File: src/rtl/mon_fifo_ctrl.sv
// mon_fifo_ctrl: round-robin write arbiter and credit-based read scheduler for the monitor FIFO.
// Build option MON_FIFO_CTRL_PRIO0_EN gives requester 0 fixed top priority.
module mon_fifo_ctrl #(
  parameter int DataWidth = 27,
  parameter int AddrWidth = 3,
  parameter int NumReq    = 4
) (
  input  logic                        clk,
  input  logic                        reset_n,
  input  logic [NumReq-1:0]           ReqIn,
  input  logic [NumReq*DataWidth-1:0] ReqData,
  output logic [NumReq-1:0]           Gnt,
  input  logic                        Clear,
  output logic                        FifoWrite,
  output logic [DataWidth-1:0]        FifoInData,
  output logic                        FifoRead,
  output logic                        FifoReset,
  input  logic                        FifoFull,
  input  logic                        FifoEmpty,
  input  logic                        OutReady,
  output logic                        OutValid,
  output logic [AddrWidth:0]          Level
);

  localparam int Depth = 1 << AddrWidth;
  localparam int IdxW  = $clog2(NumReq);
  localparam int LvlW  = AddrWidth + 1;
  localparam logic [LvlW-1:0] DepthL = LvlW'(Depth);

  typedef enum logic [1:0] {
    FLUSH,
    SETTLE,
    RUN
  } state_e;

  state_e                r_state;
  state_e                w_state_nxt;
  logic [NumReq-1:0]     r_gnt;
  logic                  r_wr;
  logic [DataWidth-1:0]  r_data;
  logic                  r_frst;
  logic [LvlW-1:0]       r_level;
  logic [LvlW-1:0]       r_avail;
  logic [IdxW-1:0]       r_last;

  logic                  w_run;
  logic                  w_read;
  logic                  w_grant;
  logic                  w_hit;
  logic                  w_upd_last;
  logic [IdxW-1:0]       w_win;
  logic [NumReq-1:0]     w_rr_req;
  logic                  w_unused;

  assign w_unused = FifoFull;

  always_comb begin
    w_state_nxt = r_state;
    unique case (r_state)
      FLUSH:   w_state_nxt = SETTLE;
      SETTLE:  w_state_nxt = RUN;
      RUN:     w_state_nxt = RUN;
      default: w_state_nxt = FLUSH;
    endcase
    if (Clear) w_state_nxt = FLUSH;
  end

  assign w_run = (r_state == RUN);

  // Avail blocks reads while the registered FifoEmpty is still stale.
  assign w_read  = OutReady & w_run & (r_avail != '0) & ~FifoEmpty;
  assign w_grant = w_run & ~Clear & (|ReqIn) & (r_level < DepthL);

  always_comb begin : p_arb
    logic [IdxW:0] v_s;
    w_rr_req   = ReqIn;
    w_win      = '0;
    w_hit      = 1'b0;
    w_upd_last = 1'b1;
    v_s        = '0;
`ifdef MON_FIFO_CTRL_PRIO0_EN
    w_rr_req[0] = 1'b0;
`endif
    for (int k = 1; k <= NumReq; k++) begin
      v_s = {1'b0, r_last} + (IdxW+1)'(k);
      if (v_s >= (IdxW+1)'(NumReq))
        v_s = v_s - (IdxW+1)'(NumReq);
      if (!w_hit && w_rr_req[v_s[IdxW-1:0]]) begin
        w_hit = 1'b1;
        w_win = v_s[IdxW-1:0];
      end
    end
`ifdef MON_FIFO_CTRL_PRIO0_EN
    if (ReqIn[0]) begin
      w_win      = '0;
      w_upd_last = 1'b0;
    end
`endif
  end

  always_ff @(posedge clk or negedge reset_n) begin
    if (!reset_n) begin
      r_state <= FLUSH;
      r_frst  <= 1'b1;
      r_gnt   <= '0;
      r_wr    <= 1'b0;
      r_data  <= '0;
      r_level <= '0;
      r_avail <= '0;
      r_last  <= IdxW'(NumReq - 1);
    end else begin
      r_state <= w_state_nxt;
      r_frst  <= (r_state == FLUSH) | Clear;
      r_gnt   <= w_grant ? (NumReq'(1) << w_win) : '0;
      r_wr    <= w_grant;
      if (w_grant)
        r_data <= ReqData[w_win*DataWidth +: DataWidth];
      if (w_grant && w_upd_last)
        r_last <= w_win;
      if (Clear) begin
        r_level <= '0;
        r_avail <= '0;
      end else begin
        r_level <= r_level + LvlW'(w_grant) - LvlW'(w_read);
        r_avail <= r_avail + LvlW'(r_wr) - LvlW'(w_read);
      end
    end
  end

  assign Gnt        = r_gnt;
  assign FifoWrite  = r_wr;
  assign FifoInData = r_data;
  assign FifoRead   = w_read;
  assign OutValid   = w_read;
  assign FifoReset  = r_frst;
  assign Level      = r_level;

endmodule

File: config.mk
export PLATFORM = sky130hd
export DESIGN_NAME = mon_fifo_ctrl
export DESIGN_NICKNAME = d
export VERILOG_FILES = /design/src/rtl/mon_fifo_ctrl.sv
export SDC_FILE = /design/constraint.sdc
export NUM_CORES = 1
export LEC_CHECK = 0
export CAP_MARGIN = 25
export CELL_PAD_IN_SITES_DETAIL_PLACEMENT = 1
export CELL_PAD_IN_SITES_GLOBAL_PLACEMENT = 2
export CORE_UTILIZATION = 24
export DETAILED_ROUTE_END_ITERATION = 10
export GPL_TIMING_DRIVEN = 0
export PLACE_DENSITY_LB_ADDON = 0.1
export SETUP_SLACK_MARGIN = 0.02
export SLEW_MARGIN = 10
export SYNTH_ARGS = -nofsm -noshare
export SYNTH_HDL_FRONTEND = slang
export SYNTH_SLANG_ARGS = --single-unit
File: constraint.sdc
create_clock -name clk -period 2.5 [get_ports clk]
set_input_delay 0.25 -clock clk [delete_from_list [all_inputs] [get_ports clk]]
set_output_delay 0.25 -clock clk [all_outputs]
set_load 0.005 [all_outputs]
==> impl_metrics.ini <==
[detailed_routing]
drt-total-wl_um = 11100
drtAntennaViolNets = 0
drt_iter0_drc = 94
num_vias = 3108
first_pass_iters = 4
wl_per_cell_um = 17.1
viasPerCell = 4.78
drcViolationCount = 0

[setup_path]
cpMaxStageDelayCell = clkdlybuf4s50_1
crit_chain = clkdlybuf4s50_1 > or4_4 > nand3_4 > buf_6 > ha_1 > inv_1 > ha_1 > fa_1 > nor2b_1
critPathRequiredTime_ps = 2660
critPathMaxFanout = 10
r2r_start = r_state[0]
cp-start-kind = input pin
path_class = input pin to flop
critPathLaunch = ReqIn[2]
cp_data_arrival_time_ps = 2510
cp_common_cell = ha_1
cp_num_cells = 9
max_stage_delay_ps = 470
reg2reg_depth = 9
critPathTopFamily = adder cells
critical_path_buf_inv_count = 3
end_kind = flop

[timing]
fin_crit_ps = 2350
rsz0062_at_grt = false
layout_setup_ws_ps = 150
fmax_mhz = 425
fin_skew_ps = 4.73
slew_violations = 0
worstMarginPinSlew_ps = 768
report.final.hold_viol_count = 0
layout_worst_path_cycle_share_pct = 94.0
relSlewSlack_pct = 48.5
setup_violations = 0

[synth]
ys.flop_type = dfrtp_1
synth_top_cell_by_area = dfrtp_1
synth_seq_area_share_pct = 35.1
async_flop_share_pct = 100
synth_edf_count = 0
synth_top_cell_area_share_pct = 32.6
synth_cell_types = 38
synth_area_um2 = 3220
synth-warning-count = 0
synth.avg_cell_area_um2 = 10.3
syn_inst = 313
synth_adder_area_share_pct = 5.90
synth_xor_area_share_pct = 1.36
synth_area_leaders = dfrtp_1 (33%), o211ai_2 (10%), mux2i_1 (8.4%)
synth_compound_area_share_pct = 26.2
synth-seq-cells = 45
yosys.area_share.simple_pct = 16.5
synth_nets = 445
synth_top_family_by_area = compound AO/OA/AOI/OAI gates
synth.mux.area_fraction_pct = 8.39

[power_and_ir_drop]
switchingPower_mw = 1.39
combPwrFrac_pct = 53.7
p_total_mw = 3.93
power.density_nw_per_um2 = 756
peakVddDrop_mv = 0.264
switching_share_pct = 35.3
leakagePower_nw = 2.16
p_seq_share_pct = 28.8
clockPowerShare_pct = 17.5
p_int_mw = 2.54

[cells_and_area]
fin_nets = 609
drive_above_1_share_pct = 14.2
final_util_pct = 40.3
area_growth_pct = 61.0
diodes = 0
postLayoutCellArea_um2 = 5190

[floorplanning]
die-area_um2 = 13900
initial_core_util_pct = 25.0
ios = 157
die-width_um = 118
core_um2 = 12900
rows = 41
die_y_um = 118

[grt]
grt_max_degree = 29
grt_pass1_vias = 3456
grt_pass1_wl_um = 18500
grt_usage_pct = 16.9
antenna_found_initial = 0
grt_overflow_total = 0

[clocking]
clock-sinks = 45
cts-root-buf = clkbuf_16
clk_latency_ps = 290
clkTransAtPathRegs_ps = 60
cts_setup_buffers = 0
cts_made_buffers = 5
tritoncts = done
clock_path_buffers = 2
htreeDepth = 2

[min_path]
hold_class = input pin to async pin

[place]
place_area_um2 = 5000
dp_slack_ps = -485
port_buffers = 155
gp_congestion = 0.751
dp_hpwl_um = 8630

[status]
status = finished, final reports clean

[job]
maxCapViolations = 0
==> worst paths after layout <==
path / endpoint / slack [ps]
max: Level[1] / 150
min: r_state[0] / 450
max reg2reg: r_avail[1] / 190
min reg2reg: FifoInData[1] / 490
max in group asynchronous: r_last[1] / 1440
min in group clk: FifoInData[1] / 490
==> synthesized netlist by cell type, types with 4 or more instances <==
cell type,number
inv_1,13
buf_4,4
nor2b_1,7
ha_1,12
dfrtp_1,42
o21ai_1,12
nor2_1,9
buf_6,5
nand2_1,30
clkbuf_1,15
mux2i_1,27
o21ai_0,8
xnor2_1,4
o21ai_2,10
and4_1,27
o211ai_2,27
o31a_1,27
==> state kept, by name (all words and copies together), names as in the netlist <==
name        flops
FifoReset       1
FifoInData     27
FifoWrite       1
Level           4
Gnt             4
r_state         2
r_avail         4
r_last          2
==> cell usage in the layout (no fill, tap or decap), types with 4 or more instances in the layout <==
| cell type | synthesis | final |
|---|---|---|
| buf_6 | 5 | 6 |
| clkbuf_16 | 0 | 5 |
| nor2_1 | 9 | 9 |
| xnor2_1 | 4 | 4 |
| clkbuf_1 | 15 | 17 |
| and4_1 | 27 | 27 |
| inv_1 | 13 | 13 |
| o211ai_2 | 27 | 27 |
| o21ai_0 | 8 | 8 |
| o21ai_1 | 12 | 12 |
| mux2i_1 | 27 | 27 |
| nor2b_1 | 7 | 7 |
| buf_4 | 4 | 4 |
| clkdlybuf4s50_1 | 0 | 151 |
| dfrtp_1 | 42 | 42 |
| ha_1 | 12 | 12 |
| nand2_1 | 30 | 30 |
| o21ai_2 | 10 | 10 |
| o31a_1 | 27 | 27 |
==> layer usage <==
| layer | up-vias | global-route usage [%] | routed length, um |
|---|---|---|---|
| li1 | 1495 | - | - |
| met1 | 1518 | 19.9 | 4730 |
| met2 | 89 | 30.7 | 5670 |
| met3 | 6 | 4.22 | 637 |
| met4 | 0 | 3.61 | 98 |
| met5 | - | 0 | 0 |
==> area by class of cell <==
type	count	area [um2]
repair buffers	157	1570
plain buffers	28	169
fillers	1474	7690
well taps	172	215
inverters	13	48.8
multi-input cells	227	1910
flip-flops and latches	45	1130
clock buffers	8	146
==> timing repair <==
item / 4_1_cts / 5_1_grt
gates resized for setup: 8 / 1
setup endpoints to repair: 4 / 6
endpoints found under the hold margin: 16 / 0
hold buffers: 1 / 0
==> logic make-up after synthesis <==
logic type	count (synthesis)
and+or+nand+nor	86
adders and majority gates	14
buffers and inverters	41
AOI/OAI and AO/OA	95
xor gates and xnor gates	5
muxes	27
DFF	45
==> power by group through the flow <==
stage	Clock, mW	Sequential, mW	Combinational [mW]
4_1_cts	0.712	1.14	2.15
6_report	0.686	1.13	2.11
2_1_floorplan	0	1.15	1.17
3_5_place_dp	0	1.15	2.14
3_3_place_gp	0	1.14	2.09
5_1_grt	0.738	1.17	2.31
==> per-stage QoR <==
stage	TNS [ps]	hold WS, ps	std cells
detailed placement	-1500	241	641
CTS	0	462	650
floorplan	0	-45.6	313
global placement	-15970	479	640
finish	0	452	650
global route	0	501	650
Note: power is estimated with default switching activity, not from simulation.
